`src/rtl/eeprom_ram_bridge.sv`:
```
// Arbitrates the 24C0x EEPROM model and the host save-file path onto one
// synchronous backup-RAM port, and tracks EEPROM writes with a dirty flag.
module eeprom_ram_bridge #(
  parameter int ADDR_W     = 8,
  parameter int RD_LATENCY = 2
) (
  input  logic              clk,
  input  logic              reset,
  input  logic [ADDR_W-1:0] ee_addr,
  input  logic [7:0]        ee_wdata,
  input  logic              ee_read,
  input  logic              ee_write,
  output logic [7:0]        ee_rdata,
  output logic              ee_done,
  input  logic [ADDR_W-1:0] host_addr,
  input  logic [7:0]        host_wdata,
  input  logic              host_rd,
  input  logic              host_wr,
  output logic [7:0]        host_rdata,
  output logic              host_ack,
  output logic [ADDR_W-1:0] mem_addr,
  output logic [7:0]        mem_wdata,
  output logic              mem_we,
  input  logic [7:0]        mem_rdata,
  output logic              dirty,
  input  logic              clear_dirty
);

  typedef enum logic [2:0] {
    IDLE, EE_WR, EE_RD, EE_DONE, H_WR, H_RD, H_ACK
  } state_t;

  localparam logic [2:0] LAT = 3'(RD_LATENCY);

  state_t            state;
  logic              pend_valid;
  logic              pend_wr;
  logic [ADDR_W-1:0] pend_addr;
  logic [7:0]        pend_wdata;
  logic [2:0]        cnt;

  // A strobe arriving in IDLE with an empty slot is serviced directly, so the
  // host still beats an EEPROM request raised in the same cycle.
  logic              host_req;
  logic              sel_wr;
  logic [ADDR_W-1:0] sel_addr;
  logic [7:0]        sel_wdata;

  always_comb begin
    host_req  = pend_valid | host_rd | host_wr;
    sel_wr    = host_wr;
    sel_addr  = host_addr;
    sel_wdata = host_wdata;
    if (pend_valid) begin
      sel_wr    = pend_wr;
      sel_addr  = pend_addr;
      sel_wdata = pend_wdata;
    end
  end

  always_ff @(posedge clk) begin
    if (reset) begin
      state      <= IDLE;
      pend_valid <= 1'b0;
      pend_wr    <= 1'b0;
      pend_addr  <= '0;
      pend_wdata <= '0;
      cnt        <= '0;
      ee_rdata   <= '0;
      ee_done    <= 1'b0;
      host_rdata <= '0;
      host_ack   <= 1'b0;
      mem_addr   <= '0;
      mem_wdata  <= '0;
      mem_we     <= 1'b0;
      dirty      <= 1'b0;
    end else begin
      mem_we   <= 1'b0;
      host_ack <= 1'b0;
      if (clear_dirty) dirty <= 1'b0;

      if (!pend_valid && (host_rd || host_wr)) begin
        pend_valid <= 1'b1;
        pend_wr    <= host_wr;
        pend_addr  <= host_addr;
        pend_wdata <= host_wdata;
      end

      case (state)
        IDLE: begin
          cnt <= '0;
          if (host_req) begin
            mem_addr <= sel_addr;
            if (sel_wr) begin
              mem_wdata <= sel_wdata;
              mem_we    <= 1'b1;
              state     <= H_WR;
            end else begin
              state <= H_RD;
            end
          end else if (ee_write) begin
            mem_addr  <= ee_addr;
            mem_wdata <= ee_wdata;
            mem_we    <= 1'b1;
            state     <= EE_WR;
          end else if (ee_read) begin
            mem_addr <= ee_addr;
            state    <= EE_RD;
          end
        end
        EE_WR: begin
          // Set overrides a coincident clear_dirty.
          dirty   <= 1'b1;
          ee_done <= 1'b1;
          state   <= EE_DONE;
        end
        EE_RD: begin
          if (cnt == LAT) begin
            ee_rdata <= mem_rdata;
            ee_done  <= 1'b1;
            state    <= EE_DONE;
          end else begin
            cnt <= cnt + 3'd1;
          end
        end
        EE_DONE: begin
          if (!ee_read && !ee_write) begin
            ee_done <= 1'b0;
            state   <= IDLE;
          end
        end
        H_WR: begin
          host_ack <= 1'b1;
          state    <= H_ACK;
        end
        H_RD: begin
          if (cnt == LAT) begin
            host_rdata <= mem_rdata;
            host_ack   <= 1'b1;
            state      <= H_ACK;
          end else begin
            cnt <= cnt + 3'd1;
          end
        end
        H_ACK: begin
          pend_valid <= 1'b0;
          state      <= IDLE;
        end
        default: state <= IDLE;
      endcase
    end
  end

endmodule

```
`config.mk`:
```
export PLATFORM = sky130hd
export DESIGN_NAME = eeprom_ram_bridge
export DESIGN_NICKNAME = d
export VERILOG_FILES = /design/src/rtl/eeprom_ram_bridge.sv
export SDC_FILE = /design/constraint.sdc
export NUM_CORES = 1
export LEC_CHECK = 0
export BUFFER_PORTS_ARGS = -buffer_cell sky130_fd_sc_hd__buf_2
export CORE_MARGIN = 2
export CORE_UTILIZATION = 55
export CTS_CLUSTER_SIZE = 25
export DETAILED_ROUTE_END_ITERATION = 16
export PLACE_DENSITY = 0.84
export SLEW_MARGIN = 20
export SYNTH_ARGS = -nofsm -noshare
export SYNTH_HDL_FRONTEND = slang
export SYNTH_SLANG_ARGS = --single-unit
```
`constraint.sdc`:
```
create_clock -name clk -period 4.25 [get_ports clk]
set_input_delay 0.2125 -clock clk [delete_from_list [all_inputs] [get_ports clk]]
set_output_delay 0.2125 -clock clk [all_outputs]
set_load 0.01 [all_outputs]
```
==> results of run 1 <==
==> cell usage in the layout, fill, tap and decap left out, types with 3 or more instances in the layout <==
cell type / n
a211oi_1: 9
o21ai_0: 11
nand3b_1: 8
a311oi_1: 3
o41ai_1: 8
a22o_1: 8
nor2b_1: 19
nor3_1: 3
inv_1: 5
nand2b_1: 6
nand2_1: 46
buf_2: 82
nor2_1: 27
a21oi_1: 22
dfxtp_1: 60
bufinv_16: 3
mux2i_1: 24
clkbuf_8: 11
==> worst max path at each step <==
stage / start / end / cells after the start
after detailed placement: state[2] / host_rdata[5] / 4
after CTS: state[2] / host_rdata[4] / 4
after global placement: host_wr / pend_wdata[0] / 5
final: state[2] / host_rdata[4] / 4
after global routing: pend_valid / state[0] / 5
after floorplan: cnt[0] / host_rdata[0] / 7
==> layer usage <==
metal,up-vias,wire (um),global-route usage
met5,-,0,0
met4,0,155,0.0972
met3,17,380,0.0736
met2,84,3440,0.420
met1,1194,2860,0.322
li1,1242,-,-
==> stage by stage <==
step	power, mW	instances	cell area, um^2	setup WS (ns)	hold WS, ns
CTS	1.95	455	3420	2.30	0.104
floorplan	1.14	311	2760	2.71	0.348
global placement	1.27	439	3170	2.17	0.441
detailed placement	1.29	439	3170	2.33	0.449
finish	1.94	455	3420	2.28	0.113
global route	2.05	455	3420	2.17	0.115
==> worst max-delay path: stages (launching register included) <==
cell,delay [ns]
dfxtp_1,0.64
nand2b_1,0.29
nor3_4,0.55
mux2i_1,0.28
nor2_1,0.07
==> kinds of logic after synthesis <==
| kind of cell | Yosys count | synth area share |
|---|---|---|
| AO/OA/AOI/OAI | 75 | 0.195 |
| XOR/XNOR | 1 | 0.00317 |
| adder cells (fa/ha/maj) | 2 | 0.00906 |
| buffers and inverters | 28 | 0.0444 |
| flip-flops | 60 | 0.435 |
| multiplexers | 24 | 0.0870 |
| AND/OR/NAND/NOR | 121 | 0.226 |
==> area by class of cell <==
cell class	count	area, um^2	area share
Clock buffer	12	155	0.0453
Clock inverter	4	95.1	0.0278
Inverter	5	18.8	0.00548
Multi-Input combinational cell	223	1440	0.422
Sequential cell	60	1200	0.351
Tap cell	67	83.8	0.0245
Timing Repair Buffer	84	425	0.124
==> state kept, by name, indices dropped and copies added, names as in the netlist <==
register,flops
ee_rdata,8
dirty,1
state,3
host_ack,1
ee_done,1
pend_addr,8
host_rdata,8
pend_wdata,8
cnt,3
pend_valid,1
mem_addr,8
mem_we,1
pend_wr,1
mem_wdata,8
==> power breakdown <==
part / total, mW / leakage (nW) / internal, mW / switching, mW
registers: 0.755 / 0.490 / 0.654 / 0.101
logic: 0.543 / 0.843 / 0.225 / 0.318
clock network: 0.646 / 0.127 / 0.421 / 0.226
==> flow_summary_export.csv, run 1 <==
group,metric,value,unit
run_status,outcome,"completed",
synth,ys.flop_type,"dfxtp_1",
setup_path,start_kind,"flop",
setup_path,worst_ep_arrival_time,2.17,ns
placement,place.gp.congestion,0.853,
synth,async_flop_share,0,
global_routing,grt_usage,0.257,
timing,maxSlewHeadroom,0.481,
timing,rsz0062_at_grt,"false",
hold_path,hold_depth,3,
drt,totalWireLength,6830,um
drt,num_vias,2537,
setup_path,reg2reg_slack,2.28,ns
global_routing,grt_overflow,0,
final_layout,nFillCells,374,
synth,seq_area_frac_synth,0.435,
global_routing,grt_pass1_wl,10900,um
clock_network,cts_num_sinks,60,
run,cap_violations,0,
drt,dr.pass1.iters,4,
final_layout,nets,432,
power,powerDensity,568,nW/um^2
clock_network,cts_tree,"yes",
timing,setup_viol,0,
synth,syn_area,2760,um^2
synth,synth_top_cell_by_area,"dfxtp_1",
placement,post-dp-hpwl,4430,um
synth,yosysMostFrequentCell,"dfxtp_1",
hold_path,worstHoldStart,"host_wdata[4]",
synth,ys_warn_count,0,
power,ir_drop,0.283,mV
timing,setup_tns,0,ns
die,dieArea,5610,um^2
clock_network,clock_latency,0.34,ns
synth,synth_top_area_share,0.435,
timing,tightest_slew,0.777,ns
hold_path,whs_endpoint,"pend_wdata[4]",
die,start_util,0.577,
timing,fin_skew,0.00576,ns
setup_path,worstSetupPathType,"flop to flop",
drt,drtAntennaViolNets,0,
drt,drt-initial-drc-count,208,
synth,synth_edf_count,0,
power,p_leak,1.46,nW
setup_path,rr_endpoint,"host_rdata[4]",
synth,synthCells,311,
final_layout,utilization,0.715,
synth,synth-seq-cells,60,
die,die_w,74.9,um
setup_path,reg2reg_depth,4,
clock_network,cts_resized,0,
setup_path,r2r-start,"state[2]",
setup_path,worstPathRequired,4.45,ns
clock_network,root_buffer,"clkbuf_8",
drt,viasPerCell,5.58,
timing,slew_violations,0,
setup_path,critical_path.endpoint_type,"flop",
global_routing,antenna_found_initial,0,
die,core,4790,um^2
final_layout,areaGrowthSynthToFinish,23.9,%
drt,drc,0,
global_routing,grt_pass1_vias,2303,
synth,syn_nets,360,
final_layout,drive_gt1_frac,0.284,
die,io_pins,83,
clock_network,cts_made_buffers,9,
die,rows,25,
synth,synthTopCellsByCount,"dfxtp_1 (60), nand2_1 (46), nor2_1 (27)",
clock_network,htree_levels,3,
final_layout,num_antenna_cells,0,
placement,place.port_buffers,82,
synth,synthTopCellsByArea,"dfxtp_1 (43%), mux2i_1 (8.7%), nand2_1 (6.3%), nor2b_1 (4.3%), a21oi_1 (4.0%)",
clock_network,cts_setup_buffers,0,
drt,drt-wirelength-per-cell,15.0,um
timing,period_share,0.463,
clock_network,cts_buffer_depth,2,
timing,hold_violations,0,
hold_path,hp-class,"primary input to flop",
timing,fin_crit,1.97,ns
synth,synth.avg_cell_area,8.88,um^2
global_routing,grt_max_degree,46,
clock_network,hold_buffers,0,
setup_path,critPathMaxFanout,14,
timing,fmax,508,MHz
synth,synth_cell_types,46,
die,die_h,74.9,um
clock_network,path_clk_slew,0.07,ns
Note: power is estimated with default switching activity, not from simulation.
==> run 2, diff against run 1 <==
--- a/config.mk
+++ b/config.mk
@@ -7,10 +7,10 @@
 export LEC_CHECK = 0
 export BUFFER_PORTS_ARGS = -buffer_cell sky130_fd_sc_hd__buf_2
 export CORE_MARGIN = 2
-export CORE_UTILIZATION = 55
+export CORE_UTILIZATION = 51
 export CTS_CLUSTER_SIZE = 25
 export DETAILED_ROUTE_END_ITERATION = 16
-export PLACE_DENSITY = 0.84
+export PLACE_DENSITY = 0.79
 export SLEW_MARGIN = 20
 export SYNTH_ARGS = -nofsm -noshare
 export SYNTH_HDL_FRONTEND = slang
==> constraint.sdc (replaced) <==
create_clock -name clk -period 1.9 [get_ports clk]
set_input_delay 0.095 -clock clk [delete_from_list [all_inputs] [get_ports clk]]
set_output_delay 0.095 -clock clk [all_outputs]
set_load 0.01 [all_outputs]
==> run 2 against run 1 <==
Against the previous run: critical path depth down 1; highest routed layer unchanged; worst hold slack got worse by 0.11 ns; routed wire length fell by 7.4%; sequential share of layout area shrank 0.91 points; global-route usage fell by 3.9 points.
==> flow_summary_export.csv, run 2 (synthesis results as in run 1) <==
group,metric,value,unit
run_status,outcome,"completed",
final_layout,final_common_cell,"buf_2",
die,io_pins,83,
final_layout,most-common-layout-cells,"buf_2 (82), dfxtp_1 (60), nand2_1 (46)",
global_routing,antenna_found_initial,0,
timing,fin_crit,1.70,ns
final_layout,areaGrowthSynthToFinish,27.2,%
global_routing,grt_max_degree,27,
setup_path,cp-startpoint,"state[2]",
setup_path,rr_endpoint,"mem_wdata[0]",
drt,drtAntennaViolNets,0,
setup_path,critPathMaxFanout,17,
die,start_util,0.534,
drt,dr.pass1.iters,4,
clock_network,path_clk_slew,0.07,ns
timing,rsz0062_at_grt,"false",
final_layout,num_antenna_cells,0,
clock_network,htree_levels,3,
timing,fin_skew,0.00791,ns
setup_path,worstPathRequired,2.13,ns
placement,post-dp-hpwl,4410,um
setup_path,reg2reg_slack,0.20,ns
timing,setup_tns,0,ns
hold_path,hp-class,"primary input to flop",
drt,drt-initial-drc-count,108,
final_layout,nets,443,
clock_network,cts_tree,"yes",
drt,num_vias,2503,
setup_path,worst_ep_arrival_time,1.93,ns
timing,tightest_slew,0.747,ns
timing,worst_slack,0.196,ns
setup_path,slowest_stage,"dfxtp_1",
placement,place.gp.congestion,0.860,
hold_path,whs_endpoint,"ee_rdata[0]",
drt,routed.top_layer,"met4",
setup_path,start_kind,"flop",
clock_network,hold_buffers,5,
die,dieArea,6020,um^2
setup_path,path_buf_inv,0,
timing,hold_violations,0,
die,die_h,77.6,um
die,core,5170,um^2
final_layout,drive_gt1_frac,0.293,
drt,viasPerCell,5.34,
clock_network,cts_made_buffers,9,
drt,wl_met1,2860,um
power,powerDensity,1200,nW/um^2
clock_network,cts_num_sinks,60,
drt,route.met3.wl,276,um
setup_path,worstPathCellList,"nor3_4 -> o311ai_4 -> o41ai_1",
setup_path,cpPeakStageDelay,0.46,ns
hold_path,worstHoldStart,"mem_rdata[0]",
clock_network,root_buffer,"clkbuf_8",
power,ir_drop,0.590,mV
placement,post-place-ws,0.233,ns
setup_path,r2r-start,"state[2]",
drt,totalWireLength,6330,um
timing,setup_viol,0,
drt,dr_wl_met2,3080,um
global_routing,grt_usage,0.217,
clock_network,cts_buffer_depth,2,
hold_path,hold_depth,3,
drt,drc,0,
global_routing,grt_pass1_wl,10400,um
setup_path,worstSetupPathType,"flop to flop",
power,p_leak,1.51,nW
die,die_w,77.6,um
timing,period_share,0.897,
clock_network,cts_setup_buffers,0,
timing,slew_violations,0,
global_routing,grt_overflow,0,
final_layout,utilization,0.679,
timing,maxSlewHeadroom,0.501,
die,rows,26,
setup_path,cpLargestDelayFamily,"compound AO/OA/AOI/OAI gates",
clock_network,clock_latency,0.34,ns
global_routing,grt_pass1_vias,2212,
run,cap_violations,0,
clock_network,cts_resized,0,
drt,drt-wirelength-per-cell,13.5,um
placement,place.port_buffers,82,
timing,fmax,587,MHz
setup_path,reg2reg_depth,3,
setup_path,critical_path.endpoint_type,"flop",
==> run 2: worst reg2reg max path, stage by stage (launching register included) <==
cell	delay (ns)
dfxtp_1	0.46
nor3_4	0.40
o311ai_4	0.31
o41ai_1	0.44
==> run 2: worst max-delay path by stage <==
stage	depth (start not counted)	slack, ns	end
after CTS	3	0.19	mem_wdata[0]
after global placement	7	0.30	ee_rdata[1]
after detailed placement	4	0.23	cnt[2]
after global routing	6	0.06	cnt[1]
final	3	0.20	mem_wdata[0]
after floorplan	7	0.36	host_rdata[0]
==> run 2: area by class of cell <==
type	instances	area [um^2]
fill	413	1660
multi-input combinational	223	1440
sequential	60	1200
timing repair buffer	95	533
clock buffer	12	165
tap	70	87.6
clock inverter	4	70.1
inverter	5	18.8
==> run 2: layer usage <==
| metal | track usage | vias to the layer above |
|---|---|---|
| met5 | 0 | - |
| met4 | 0.0964 | 0 |
| met3 | 0.0442 | 10 |
| met2 | 0.350 | 59 |
| met1 | 0.281 | 1170 |
| li1 | - | 1264 |
==> run 2: through the flow <==
stage	total power, mW	hold WS [ns]	area (um^2)	instances
4_1_cts	4.22	0.000253	3510	469
3_3_place_gp	2.86	0.346	3230	448
6_report	4.21	0.00420	3510	469
2_1_floorplan	2.55	0.231	2760	311
5_1_grt	4.44	0.00967	3510	469
3_5_place_dp	2.89	0.351	3230	448
==> run 2: report_power, final <==
group / internal [mW] / switching (mW) / leakage, nW
Sequential: 1.46 / 0.213 / 0.490
Clock: 0.841 / 0.485 / 0.122
Combinational: 0.521 / 0.682 / 0.898
Total: 2.83 / 1.38 / 1.51
